===== src/rtl/ch0re_mem_arbiter_if.sv =====
// Request/response bus between the memory arbiter and the unified memory model.
// One outstanding transaction: req/gnt handshake, then a single rvalid pulse.
interface ch0re_mem_arbiter_if #(
    parameter int ADDR_W = 64,
    parameter int DATA_W = 64
);
    logic              req;
    logic              we;
    logic [ADDR_W-1:0] addr;
    logic [DATA_W-1:0] wdata;
    logic [7:0]        be;
    logic              gnt;
    logic              rvalid;
    logic [DATA_W-1:0] rdata;

    modport master (
        output req, we, addr, wdata, be,
        input  gnt, rvalid, rdata
    );

    modport slave (
        input  req, we, addr, wdata, be,
        output gnt, rvalid, rdata
    );
endinterface


===== src/rtl/ch0re_mem_arbiter.sv =====
// Shares one single-port memory between instruction fetch and the LSU.
// LSU has fixed priority, bounded by a streak limit while fetch is waiting.
module ch0re_mem_arbiter #(
    parameter int ADDR_W         = 64,
    parameter int DATA_W         = 64,
    parameter int MAX_LSU_STREAK = 4
) (
    input  logic              clk,
    input  logic              rst,
    input  logic              i_if_req,
    input  logic [ADDR_W-1:0] i_if_addr,
    input  logic              i_if_flush,
    output logic              o_if_gnt,
    output logic              o_if_rvalid,
    output logic [31:0]       o_if_rdata,
    input  logic              i_lsu_req,
    input  logic              i_lsu_we,
    input  logic [ADDR_W-1:0] i_lsu_addr,
    input  logic [DATA_W-1:0] i_lsu_wdata,
    input  logic [7:0]        i_lsu_be,
    output logic              o_lsu_gnt,
    output logic              o_lsu_rvalid,
    output logic [DATA_W-1:0] o_lsu_rdata,
    ch0re_mem_arbiter_if.master mem_bus,
    output logic              o_busy
);

    typedef enum logic [1:0] {
        ST_IDLE = 2'd0,
        ST_REQ  = 2'd1,
        ST_RESP = 2'd2
    } state_t;

    localparam logic [3:0] STREAK_MAX = 4'(MAX_LSU_STREAK);
    localparam logic       OWNER_IF   = 1'b0;
    localparam logic       OWNER_LSU  = 1'b1;

    state_t            r_state;
    logic              r_owner;
    logic [ADDR_W-1:0] r_addr;
    logic              r_we;
    logic [DATA_W-1:0] r_wdata;
    logic [7:0]        r_be;
    logic              r_sel_hi;
    logic              r_mem_req;
    logic [3:0]        r_streak;
    logic              r_drop;
    logic              r_if_rvalid;
    logic [31:0]       r_if_rdata;
    logic              r_lsu_rvalid;
    logic [DATA_W-1:0] r_lsu_rdata;

    logic w_streak_full;
    logic w_lsu_gnt;
    logic w_if_gnt;
    logic w_if_drop;

    // Same-cycle arbitration in IDLE; grants are suppressed while reset is applied.
    always_comb begin
        w_streak_full = (r_streak == STREAK_MAX);
        w_lsu_gnt     = 1'b0;
        w_if_gnt      = 1'b0;
        w_if_drop     = r_drop || i_if_flush;
        if ((r_state == ST_IDLE) && !rst) begin
            if (i_lsu_req && !(w_streak_full && i_if_req)) begin
                w_lsu_gnt = 1'b1;
            end else if (i_if_req) begin
                w_if_gnt = 1'b1;
            end else begin
                w_lsu_gnt = 1'b0;
                w_if_gnt  = 1'b0;
            end
        end else begin
            w_lsu_gnt = 1'b0;
            w_if_gnt  = 1'b0;
        end
    end

    // Sequencer: latch the winner, drive the memory bus, register the response.
    always_ff @(posedge clk) begin
        if (rst) begin
            r_state      <= ST_IDLE;
            r_owner      <= OWNER_IF;
            r_addr       <= {ADDR_W{1'b0}};
            r_we         <= 1'b0;
            r_wdata      <= {DATA_W{1'b0}};
            r_be         <= 8'h00;
            r_sel_hi     <= 1'b0;
            r_mem_req    <= 1'b0;
            r_streak     <= 4'd0;
            r_drop       <= 1'b0;
            r_if_rvalid  <= 1'b0;
            r_if_rdata   <= 32'h0000_0000;
            r_lsu_rvalid <= 1'b0;
            r_lsu_rdata  <= {DATA_W{1'b0}};
        end else begin
            r_if_rvalid  <= 1'b0;
            r_lsu_rvalid <= 1'b0;
            case (r_state)
                ST_IDLE: begin
                    r_drop <= 1'b0;
                    if (w_lsu_gnt) begin
                        r_owner   <= OWNER_LSU;
                        r_addr    <= i_lsu_addr;
                        r_we      <= i_lsu_we;
                        r_wdata   <= i_lsu_wdata;
                        r_be      <= i_lsu_be;
                        r_sel_hi  <= i_lsu_addr[2];
                        r_mem_req <= 1'b1;
                        r_state   <= ST_REQ;
                        // Streak only grows while fetch is actually being starved.
                        if (i_if_req) begin
                            r_streak <= w_streak_full ? r_streak : r_streak + 4'd1;
                        end else begin
                            r_streak <= 4'd0;
                        end
                    end else if (w_if_gnt) begin
                        r_owner   <= OWNER_IF;
                        r_addr    <= i_if_addr;
                        r_we      <= 1'b0;
                        r_wdata   <= {DATA_W{1'b0}};
                        r_be      <= 8'hFF;
                        r_sel_hi  <= i_if_addr[2];
                        r_mem_req <= 1'b1;
                        r_streak  <= 4'd0;
                        r_state   <= ST_REQ;
                    end else begin
                        r_mem_req <= 1'b0;
                    end
                end
                ST_REQ: begin
                    if ((r_owner == OWNER_IF) && i_if_flush) begin
                        r_drop <= 1'b1;
                    end
                    if (mem_bus.gnt) begin
                        r_mem_req <= 1'b0;
                        r_state   <= ST_RESP;
                    end
                end
                ST_RESP: begin
                    if ((r_owner == OWNER_IF) && i_if_flush) begin
                        r_drop <= 1'b1;
                    end
                    if (mem_bus.rvalid) begin
                        r_state <= ST_IDLE;
                        r_drop  <= 1'b0;
                        if (r_owner == OWNER_LSU) begin
                            r_lsu_rvalid <= 1'b1;
                            r_lsu_rdata  <= mem_bus.rdata;
                        end else if (!w_if_drop) begin
                            r_if_rvalid <= 1'b1;
                            r_if_rdata  <= r_sel_hi ? mem_bus.rdata[63:32] : mem_bus.rdata[31:0];
                        end
                    end
                end
                default: begin
                    r_state   <= ST_IDLE;
                    r_mem_req <= 1'b0;
                    r_drop    <= 1'b0;
                end
            endcase
        end
    end

    assign o_if_gnt      = w_if_gnt;
    assign o_lsu_gnt     = w_lsu_gnt;
    assign o_if_rvalid   = r_if_rvalid;
    assign o_if_rdata    = r_if_rdata;
    assign o_lsu_rvalid  = r_lsu_rvalid;
    assign o_lsu_rdata   = r_lsu_rdata;
    assign o_busy        = (r_state != ST_IDLE);

    assign mem_bus.req   = r_mem_req;
    assign mem_bus.we    = r_we;
    assign mem_bus.addr  = r_addr;
    assign mem_bus.wdata = r_wdata;
    assign mem_bus.be    = r_be;

endmodule


===== src/flat_wrapper.sv =====
// flat-port wrapper written by rule: the top's interface ports become plain ports
module ch0re_mem_arbiter_flat 
#(
    parameter int ADDR_W         = 64,
    parameter int DATA_W         = 64,
    parameter int MAX_LSU_STREAK = 4
)
  (clk, rst, i_if_req, i_if_addr, i_if_flush, o_if_gnt, o_if_rvalid, o_if_rdata, i_lsu_req, i_lsu_we, i_lsu_addr, i_lsu_wdata, i_lsu_be, o_lsu_gnt, o_lsu_rvalid, o_lsu_rdata, o_busy, mem_bus_req, mem_bus_we, mem_bus_addr, mem_bus_wdata, mem_bus_be, mem_bus_gnt, mem_bus_rvalid, mem_bus_rdata);
  ch0re_mem_arbiter_if #(.ADDR_W(ADDR_W), .DATA_W(DATA_W)) mem_bus_i ();
  input  logic clk;
  input  logic rst;
  input  logic i_if_req;
  input  logic [ADDR_W-1:0] i_if_addr;
  input  logic i_if_flush;
  output logic o_if_gnt;
  output logic o_if_rvalid;
  output logic [31:0] o_if_rdata;
  input  logic i_lsu_req;
  input  logic i_lsu_we;
  input  logic [ADDR_W-1:0] i_lsu_addr;
  input  logic [DATA_W-1:0] i_lsu_wdata;
  input  logic [7:0] i_lsu_be;
  output logic o_lsu_gnt;
  output logic o_lsu_rvalid;
  output logic [DATA_W-1:0] o_lsu_rdata;
  output logic o_busy;
  output wire logic [$bits(mem_bus_i.req)-1:0] mem_bus_req;
  output wire logic [$bits(mem_bus_i.we)-1:0] mem_bus_we;
  output wire logic [$bits(mem_bus_i.addr)-1:0] mem_bus_addr;
  output wire logic [$bits(mem_bus_i.wdata)-1:0] mem_bus_wdata;
  output wire logic [$bits(mem_bus_i.be)-1:0] mem_bus_be;
  input wire logic [$bits(mem_bus_i.gnt)-1:0] mem_bus_gnt;
  input wire logic [$bits(mem_bus_i.rvalid)-1:0] mem_bus_rvalid;
  input wire logic [$bits(mem_bus_i.rdata)-1:0] mem_bus_rdata;
  assign mem_bus_req = mem_bus_i.req;
  assign mem_bus_we = mem_bus_i.we;
  assign mem_bus_addr = mem_bus_i.addr;
  assign mem_bus_wdata = mem_bus_i.wdata;
  assign mem_bus_be = mem_bus_i.be;
  assign mem_bus_i.gnt = mem_bus_gnt;
  assign mem_bus_i.rvalid = mem_bus_rvalid;
  assign mem_bus_i.rdata = mem_bus_rdata;
  ch0re_mem_arbiter #(.ADDR_W(ADDR_W), .DATA_W(DATA_W), .MAX_LSU_STREAK(MAX_LSU_STREAK)) u_core (.clk(clk), .rst(rst), .i_if_req(i_if_req), .i_if_addr(i_if_addr), .i_if_flush(i_if_flush), .o_if_gnt(o_if_gnt), .o_if_rvalid(o_if_rvalid), .o_if_rdata(o_if_rdata), .i_lsu_req(i_lsu_req), .i_lsu_we(i_lsu_we), .i_lsu_addr(i_lsu_addr), .i_lsu_wdata(i_lsu_wdata), .i_lsu_be(i_lsu_be), .o_lsu_gnt(o_lsu_gnt), .o_lsu_rvalid(o_lsu_rvalid), .o_lsu_rdata(o_lsu_rdata), .mem_bus(mem_bus_i), .o_busy(o_busy));
endmodule

===== config.mk =====
export PLATFORM = sky130hd
export DESIGN_NAME = ch0re_mem_arbiter_flat
export DESIGN_NICKNAME = d
export VERILOG_FILES = /design/src/rtl/ch0re_mem_arbiter_if.sv /design/src/rtl/ch0re_mem_arbiter.sv /design/src/flat_wrapper.sv
export SDC_FILE = /design/constraint.sdc
export NUM_CORES = 1
export LEC_CHECK = 0
export CORE_AREA = 4 4 195 197
export DETAILED_ROUTE_END_ITERATION = 8
export DIE_AREA = 0 0 199 201
export HOLD_SLACK_MARGIN = 0.15
export MAX_ROUTING_LAYER = met4
export SETUP_SLACK_MARGIN = 0.5
export SYNTH_ARGS = -nofsm -noshare
export SYNTH_HDL_FRONTEND = slang
export SYNTH_SLANG_ARGS = --single-unit

===== constraint.sdc =====
create_clock -name clk -period 5.2 [get_ports clk]
set_clock_uncertainty 0.2 [all_clocks]
set_input_delay 1.04 -clock clk [delete_from_list [all_inputs] [get_ports clk]]
set_output_delay 1.04 -clock clk [all_outputs]
set_load 0.01 [all_outputs]

==> results of run 1 <==
synth_stat cells (4+ instances only):
library cell / instances / share of area [%]
clkbuf_1: 62 / 2.3
mux2i_1: 32 / 3.2
buf_2: 33 / 1.6
buf_1: 7 / 0.26
ha_1: 7 / 0.87
buf_4: 19 / 1.4
or3_1: 32 / 2.0
dfxtp_1: 244 / 49
o21ai_0: 101 / 5.0
nand2_1: 260 / 9.7
buf_6: 4 / 0.45
nor3_1: 65 / 3.2
a311oi_1: 64 / 5.6
a21oi_1: 168 / 8.4
nand3_1: 68 / 3.4
nand4_1: 5 / 0.31
inv_1: 6 / 0.22
o221a_1: 8 / 0.90
layer usage:
metal | vias to the layer above | GRT usage [%] | routed length [um] | share of wire (%)
met2 | 409 | 33.39 | 20470 | 48
met3 | 76 | 4.381 | 3251 | 7.7
met4 | 0 | 7.255 | 1474 | 3.5
met5 | - | - | 0 | 0
li1 | 5165 | - | - | -
met1 | 5063 | 24.52 | 17020 | 40
where the power goes:
| group | internal (W) | switching, W |
|---|---|---|
| Clock | 0.00125 | 0.000855 |
| Sequential | 0.00208 | 0.000111 |
| Combinational | 0.000751 | 0.000759 |
cells in the final DEF, fill, tap and decap left out, drive strengths merged, types with 32 or more instances in the layout:
cell type      instances
dfxtp                244
clkdlybuf4s50        509
o21ai                101
nand3                 68
a21oi                168
mux2i                 32
nor3                  65
or3                   32
clkbuf                44
a311oi                64
nand2                261
through the flow:
stage,utilization (%),worst slack [ps]
2_1_floorplan,-,1984
3_3_place_gp,42.16,1152
3_5_place_dp,42.16,1109
4_1_cts,44.91,1095
5_1_grt,44.92,1008
6_report,44.92,1080
area by class of cell:
type	instances	area (um2)	share of cell area (%)
timing repair buffer	527	5246	32.21
sequential	244	4887	30.00
inverter	7	26.28	0.1613
antenna	2	5.005	0.03073
multi-input combinational	840	4541	27.88
clock buffer	44	904.6	5.554
tap	468	585.6	3.595
clock inverter	10	92.59	0.5684
critical path, cell delays in order:
cell	delay, ps
clkdlybuf4s50_1	770
nand4b_4	190
a21oi_1	280
clkdlybuf4s50_1	590
state kept, by name, indices dropped and copies added, names as in the netlist, 2 cells and up:
name / count
u_core.mem_bus.addr: 64
u_core.mem_bus.be: 8
u_core.mem_bus.wdata: 64
u_core.o_if_rdata: 32
u_core.o_lsu_rdata: 64
u_core.r_state: 2
u_core.r_streak: 4
worst min path at each step:
stage | slack (ps) | endpoint | cells after the start | start
6_report | 250 | u_core.o_lsu_rdata[4]$_SDFFE_PP0P_ | 2 | u_core.o_lsu_rdata[4]$_SDFFE_PP0P_
5_1_grt | 270 | u_core.o_lsu_rdata[23]$_SDFFE_PP0P_ | 2 | u_core.o_lsu_rdata[23]$_SDFFE_PP0P_
4_1_cts | 250 | u_core.o_lsu_rdata[43]$_SDFFE_PP0P_ | 2 | u_core.o_lsu_rdata[43]$_SDFFE_PP0P_
3_5_place_dp | 250 | u_core.o_lsu_rdata[43]$_SDFFE_PP0P_ | 2 | u_core.o_lsu_rdata[43]$_SDFFE_PP0P_
3_3_place_gp | 240 | u_core.o_lsu_rdata[10]$_SDFFE_PP0P_ | 2 | u_core.o_lsu_rdata[10]$_SDFFE_PP0P_
2_1_floorplan | 260 | u_core.r_owner$_SDFFE_PP0P_ | 2 | u_core.r_owner$_SDFFE_PP0P_
cells by family (layout without fill, tap and decap cells):
kind of cell,after synthesis,count (layout)
muxes,33,33
AOI/OAI and AO/OA,348,348
DFF,244,244
buffers and inverters,133,588
and+or+nand+nor,452,452
adders and majority gates,7,7
other,0,2
==> impl_metrics.env, run 1 <==
export IMPL_regToRegSetupSlack_ps=2400
export IMPL_synth_xor_area_share_pct=0
export IMPL_period_minus_slack_ps=4120
export IMPL_grt_pass1_wl_mm=63.39
export IMPL_synth_adder_area_share_pct=0.8719
export IMPL_cts_made_buffers=30
export IMPL_ant_nets=0
export IMPL_avgViaCountPerCell=5.001
export IMPL_via_count=10710
export IMPL_synthFlopType="dfxtp_1"
export IMPL_cp_max_fo=10
export IMPL_r2r_end="u_core.o_if_rdata[18]$_SDFFE_PP0P_"
export IMPL_reg2reg_depth=6
export IMPL_cts_buffer_depth=3
export IMPL_place_gp_congestion=0.8372
export IMPL_setup_violations=0
export IMPL_port_buffers=510
export IMPL_synth_compound_area_share_pct=20.43
export IMPL_dpl_cell_count=2086
export IMPL_grt_pass1_vias=10580
export IMPL_finalNetCount=1929
export IMPL_routedWlPerCell_um=19.71
export IMPL_relSlewSlack_pct=29.85
export IMPL_p_leak_nw=5.530
export IMPL_grt_overflow=0
export IMPL_crit_path_end_kind="output pin"
export IMPL_grt_max_degree=178
export IMPL_hold_buffers=0
export IMPL_slew_violations=0
export IMPL_synth_cell_types=45
export IMPL_cap_violations=0
export IMPL_ctsResizeCount=0
export IMPL_seq_area_frac_synth_pct=48.63
export IMPL_synth_simple_area_share_pct=20.37
export IMPL_synthMuxAreaShare_pct=3.301
export IMPL_ir_drop_uv=258.7
export IMPL_design_area_um2=16290
export IMPL_syn_inst=1217
export IMPL_post_route_drc_count=0
export IMPL_place_hpwl_mm=29.13
export IMPL_grt_antenna_before_repair=2
export IMPL_finalHoldViolCount=0
export IMPL_htreeDepth=1
export IMPL_dieArea_um2=40000
export IMPL_synth_warnings=0
export IMPL_die_height_um=201
export IMPL_pin_count=511
export IMPL_synth_area_um2=10040
export IMPL_hold_path_class="flip-flop to flip-flop"
export IMPL_dr_pass1_iters=6
export IMPL_tns_ps=0
export IMPL_cp_required_ps=3960
export IMPL_post_cts_buffers=0
export IMPL_clk_root_buffer_cell="clkbuf_16"
export IMPL_synth_edff_count=0
export IMPL_synth_top_family_by_area="compound AO/OA/AOI/OAI gates"
export IMPL_die_x_um=199
export IMPL_synthArstFlopShare_pct=0
export IMPL_core_area_um2=36260
export IMPL_fin_cells=2142
export IMPL_worst_slew_pin_slew_ps=1052
export IMPL_track_usage_pct=20.30
export IMPL_cts_tree="done"
export IMPL_critPathCapture="o_if_gnt"
export IMPL_ys_ff_latch=244
export IMPL_power_w=0.005805
export IMPL_initial_utilization_pct=27.70
export IMPL_cp_arrival_ps=2880
export IMPL_syn_avg_cell_area_um2=8.254
export IMPL_rsz0062_at_grt="false"
export IMPL_power_density_nw_per_um2=356.4
export IMPL_drive_above_1_share_pct=4.964
export IMPL_clock_sinks=244
export IMPL_drtIter0Drc=686
export IMPL_rows=70
export IMPL_fmax_mhz=242.7
export IMPL_clkTransAtPathRegs_ps=50
export IMPL_fill_cells=3580
export IMPL_clock_latency_ps=560
export IMPL_status="completed"
export IMPL_reg2reg_from="u_core.r_state[0]$_SDFFE_PP0P_"
export IMPL_startpoint_type="input pin"
export IMPL_crit_type="input pin to output pin"
export IMPL_critPathLaunch="i_if_req"
export IMPL_syn_nets=1496
export IMPL_synthToLayoutAreaGrowth_pct=62.16
export IMPL_dpl_instance_area_um2=15290
export IMPL_wl_mm=42.22
export IMPL_whs_ps=253.7
export IMPL_finalCritPeriodShare_pct=79.24
No activity file was read; power rests on OpenSTA's default activity.
==> run 2, diff against run 1 <==
- clock period: 5.2 -> 4 ns (I/O delays scaled with it)
==> impl_metrics.env, run 2 (synthesis results as in run 1) <==
export IMPL_cts_buffer_depth=3
export IMPL_crit_cells=4
export IMPL_setup_violations=0
export IMPL_clock_sinks=244
export IMPL_grt_max_degree=106
export IMPL_wl_mm=41.96
export IMPL_drtIter0Drc=629
export IMPL_p_leak_nw=5.568
export IMPL_worst_slew_pin_slew_ps=1203
export IMPL_crit_top_cell="clkdlybuf4s50_1"
export IMPL_cts_made_buffers=29
export IMPL_reg2reg_depth=6
export IMPL_initial_utilization_pct=27.70
export IMPL_cp_top_family="buffers and inverters"
export IMPL_avgViaCountPerCell=4.984
export IMPL_rsz0062_at_grt="false"
export IMPL_finalHoldViolCount=0
export IMPL_dr_pass1_iters=5
export IMPL_synthToLayoutAreaGrowth_pct=62.73
export IMPL_design_area_um2=16350
export IMPL_crit_path_end_kind="output pin"
export IMPL_grt_pass1_vias=10590
export IMPL_post_route_drc_count=0
export IMPL_startpoint_type="input pin"
export IMPL_fill_cells=3531
export IMPL_hold_buffers=0
export IMPL_grt_pass1_wl_mm=62.93
export IMPL_final_common_cell="clkdlybuf4s50_1"
export IMPL_dpl_instance_area_um2=15340
export IMPL_place_hpwl_mm=28.91
export IMPL_cp_required_ps=3000
export IMPL_grt_antenna_before_repair=3
export IMPL_power_density_nw_per_um2=463.7
export IMPL_relSlewSlack_pct=19.81
export IMPL_htreeDepth=1
export IMPL_rows=70
export IMPL_cp_slowest_cell="clkdlybuf4s50_1"
export IMPL_pin_count=511
export IMPL_cap_violations=0
export IMPL_ir_drop_uv=312.2
export IMPL_clock_latency_ps=550
export IMPL_layout_common_cells="clkdlybuf4s50_1 (508), nand2_1 (259), dfxtp_1 (242)"
export IMPL_die_height_um=201
export IMPL_slew_violations=0
export IMPL_clkTransAtPathRegs_ps=50
export IMPL_routedWlPerCell_um=19.56
export IMPL_hold_path_class="flip-flop to flip-flop"
export IMPL_finalNetCount=1930
export IMPL_path_cells="clkdlybuf4s50_1 > nand4b_4 > a21oi_1 > clkdlybuf4s50_1"
export IMPL_layout_setup_ws_ps=730.9
export IMPL_track_usage_pct=20.07
export IMPL_drive_above_1_share_pct=5.197
export IMPL_finalCritPeriodShare_pct=81.73
export IMPL_via_count=10690
export IMPL_die_x_um=199
export IMPL_cp_arrival_ps=2270
export IMPL_clk_root_buffer_cell="clkbuf_16"
export IMPL_fmax_mhz=305.9
export IMPL_dieArea_um2=40000
export IMPL_core_area_um2=36260
export IMPL_slowest_delay_ps=600
export IMPL_critPathBufInv=2
export IMPL_crit_type="input pin to output pin"
export IMPL_port_buffers=510
export IMPL_cts_tree="done"
export IMPL_period_minus_slack_ps=3269
export IMPL_cp_max_fo=4
export IMPL_holdPathStages=2
export IMPL_tns_ps=0
export IMPL_place_ws_ps=567.2
export IMPL_status="completed"
export IMPL_ant_nets=0
export IMPL_grt_overflow=0
export IMPL_place_gp_congestion=0.8340
[run 2: changes by cell type in the layout (fill, tap and decap cells not counted), sizes merged]
cell	previous run	this run
bufinv	1	3
clkinvlp	3	1
dlymetal6s2s	0	1
diode	2	3
clkinv	6	9
buf	18	20
inv	7	8
clkbuf	44	40
clkdlybuf4s50	509	508
[run 2: worst reg2reg max path, stage by stage, from the launching register on]
cell and delay [ps]:
dfxtp_1 320, inv_1 140, ha_2 340, and3b_2 670, buf_4 330, nand2_1 80, a311oi_1 270
[run 2: per-stage QoR]
stage / hold slack [ps] / cells / util, % / total power, W
floorplan: 262.4 / 1217 / - / 0.003803
global placement: 242.2 / 2088 / 42.30 / 0.004860
detailed placement: 245.9 / 2088 / 42.30 / 0.004878
CTS: 253.6 / 2142 / 45.04 / 0.007694
global route: 267.3 / 2145 / 45.08 / 0.007945
finish: 251.0 / 2145 / 45.08 / 0.007579
[run 2: per-layer routing]
layer / up-vias / GRT usage [%] / part of all wire [%]
met5: - / - / 0
met4: 0 / 6.766 / 3.7
met3: 81 / 5.035 / 7.3
met2: 380 / 33.03 / 48
met1: 5054 / 23.95 / 41
li1: 5175 / - / -
[run 2: power breakdown]
part	switching, W	internal [W]
clock	0.00110	0.00166
sequential	0.000143	0.00270
combinational	0.000989	0.000991
[run 2: layout make-up]
class,instances,area (um2),share of cell area (%)
Antenna cell,3,7.507,0.04593
Clock buffer,40,837.1,5.121
Clock inverter,14,157.7,0.9645
Inverter,7,26.28,0.1607
Multi-Input combinational cell,840,4543,27.79
Sequential cell,244,4887,29.90
Tap cell,468,585.6,3.582
Timing Repair Buffer,529,5301,32.43
[run 2: final timing paths]
check,from,endpoint,slack (ps)
worst max-delay path,i_if_req,o_if_gnt,730
worst min-delay path,u_core.o_lsu_rdata[55]$_SDFFE_PP0P_,u_core.o_lsu_rdata[55]$_SDFFE_PP0P_,250
worst max register to register,u_core.r_state[1]$_SDFFE_PP0P_,u_core.mem_bus.addr[56]$_SDFFE_PP0P_,1570
worst min register to register,u_core.o_lsu_rdata[55]$_SDFFE_PP0P_,u_core.o_lsu_rdata[55]$_SDFFE_PP0P_,250
[run 2: what timing repair did]
action / in CTS / in global routing
gates resized for setup: 0 / 2
endpoints found under the hold margin: 0 / 0
setup endpoints to repair: 0 / 2
buffers inserted: 0 / 0
==> run 3, diff against run 2 <==
- clock period: 4 -> 3.3 ns (I/O delays scaled with it)
==> impl_metrics.env, run 3 (synthesis results as in run 1) <==
export IMPL_core_area_um2=36260
export IMPL_cp_slowest_cell="dfxtp_1"
export IMPL_grt_pass1_wl_mm=63.05
export IMPL_dieArea_um2=40000
export IMPL_p_sw_share_pct=29.38
export IMPL_crit_top_cell="inv_1"
export IMPL_track_usage_pct=20.08
export IMPL_post_route_drc_count=0
export IMPL_worst_slew_pin_slew_ps=1439
export IMPL_cp_arrival_ps=1820
export IMPL_p_int_w=0.006388
export IMPL_period_minus_slack_ps=2682
export IMPL_final_common_cell="clkdlybuf4s50_1"
export IMPL_ant_nets=0
export IMPL_clkPwrFrac_pct=35.1
export IMPL_slew_violations=0
export IMPL_power_share_sequential_pct=38.1
export IMPL_via_count=10760
export IMPL_finalHoldViolCount=0
export IMPL_path_cells="inv_1 > ha_1 > buf_4 > inv_1 > clkdlybuf4s15_1"
export IMPL_rows=70
export IMPL_grt_pass1_vias=10560
export IMPL_htreeDepth=1
export IMPL_grt_antenna_before_repair=3
export IMPL_place_hpwl_mm=28.44
export IMPL_clk_root_buffer_cell="clkbuf_16"
export IMPL_clock_latency_ps=550
export IMPL_relSlewSlack_pct=4.036
export IMPL_die_height_um=201
export IMPL_hold_path_class="flip-flop to flip-flop"
export IMPL_status="completed"
export IMPL_critPathBufInv=4
export IMPL_dr_pass1_iters=5
export IMPL_whs_ps=251.0
export IMPL_p_switching_w=0.002657
export IMPL_drive_above_1_share_pct=4.958
export IMPL_pin_count=511
export IMPL_crit_path_end_kind="output pin"
export IMPL_crit_type="flip-flop to output pin"
export IMPL_port_buffers=510
export IMPL_startpoint_type="flip-flop"
export IMPL_pwr_share_comb_pct=26.8
export IMPL_grt_overflow=0
export IMPL_die_x_um=199
export IMPL_cap_violations=0
export IMPL_finalCritPeriodShare_pct=81.27
export IMPL_rsz0062_at_grt="false"
export IMPL_avgViaCountPerCell=5.014
export IMPL_place_gp_congestion=0.8578
export IMPL_finalNetCount=1933
export IMPL_cts_made_buffers=30
export IMPL_wl_mm=42.03
export IMPL_critPathLaunch="u_core.r_state[0]$_SDFFE_PP0P_"
export IMPL_fmax_mhz=372.9
export IMPL_setup_violations=0
export IMPL_power_density_nw_per_um2=552.7
export IMPL_tns_ps=0
export IMPL_cts_tree="done"
export IMPL_hp_start="u_core.o_lsu_rdata[55]$_SDFFE_PP0P_"
export IMPL_initial_utilization_pct=27.70
export IMPL_grt_max_degree=237
export IMPL_cp_required_ps=2440
export IMPL_cp_top_family="buffers and inverters"
export IMPL_cts_buffer_depth=3
export IMPL_clock_sinks=244
export IMPL_routedWlPerCell_um=19.59
export IMPL_clkTransAtPathRegs_ps=50
export IMPL_slowest_delay_ps=380
export IMPL_dpl_instance_area_um2=15410
export IMPL_design_area_um2=16360
export IMPL_drtIter0Drc=605
export IMPL_reg2reg_from="u_core.r_state[0]$_SDFFE_PP0P_"
export IMPL_ir_drop_uv=372.1
export IMPL_p_leak_nw=5.557
export IMPL_cp_max_fo=9
export IMPL_synthToLayoutAreaGrowth_pct=62.92
export IMPL_layout_common_cells="clkdlybuf4s50_1 (506), nand2_1 (259), dfxtp_1 (241)"
==> run 3: power by group through the flow <==
stage	clock network (W)	registers (W)	logic, W
after floorplan	0	0.00363	0.000983
after global placement	0	0.00349	0.00243
after detailed placement	0	0.00351	0.00244
after CTS	0.00327	0.00345	0.00245
after global routing	0.00340	0.00349	0.00261
final	0.00317	0.00345	0.00242
==> run 3: final cells by class <==
cell class | instances | area [um2]
Fill cell | 3571 | 19900
Timing Repair Buffer | 531 | 5369
Sequential cell | 244 | 4888
Multi-Input combinational cell | 840 | 4547
Clock buffer | 47 | 885.9
Tap cell | 468 | 585.6
Clock inverter | 5 | 52.55
Inverter | 7 | 26.28
Antenna cell | 4 | 10.01
==> run 3: metrics by stage <==
| stage | utilization (%) | total power (W) | std cells | setup WS [ps] |
|---|---|---|---|---|
| 2_1_floorplan | - | 0.004609 | 1217 | 843.6 |
| 3_3_place_gp | 42.49 | 0.005918 | 2089 | 105.5 |
| 3_5_place_dp | 42.49 | 0.005947 | 2089 | 142.4 |
| 4_1_cts | 45.11 | 0.009170 | 2142 | 415.9 |
| 5_1_grt | 45.13 | 0.009504 | 2146 | 520.3 |
| 6_report | 45.13 | 0.009045 | 2146 | 618.0 |
==> run 3: final timing paths <==
path / endpoint / slack [ps] / depth (start not counted)
max reg2reg: u_core.mem_bus.be[3]$_SDFFE_PP0P_ / 910 / 7
min reg2reg: u_core.o_lsu_rdata[55]$_SDFFE_PP0P_ / 250 / 2
min: u_core.o_lsu_rdata[55]$_SDFFE_PP0P_ / 250 / 2
max: o_busy / 620 / 5
==> run 3: timing repair <==
| item | 4_1_cts | 5_1_grt |
|---|---|---|
| setup buffers | 0 | 0 |
| gates resized for setup | 5 | 7 |
| hold endpoints to repair | 1 | 0 |
| endpoints found under the setup margin | 3 | 3 |
| hold buffers | 1 | 0 |
==> run 3: routing by layer <==
| layer | global-route usage [%] | part of all wire, % | vias to the layer above |
|---|---|---|---|
| met1 | 24.31 | 40 | 5071 |
| met2 | 32.11 | 48 | 425 |
| met4 | 7.010 | 3.8 | 0 |
| li1 | - | - | 5176 |
| met3 | 5.639 | 7.9 | 89 |
| met5 | - | 0 | - |
==> run 3: tightest hold or removal path, cell delays in order, from the launching register on <==
cell and delay (ps):
dfxtp_1 300, nand2_1 50, a21oi_1 50
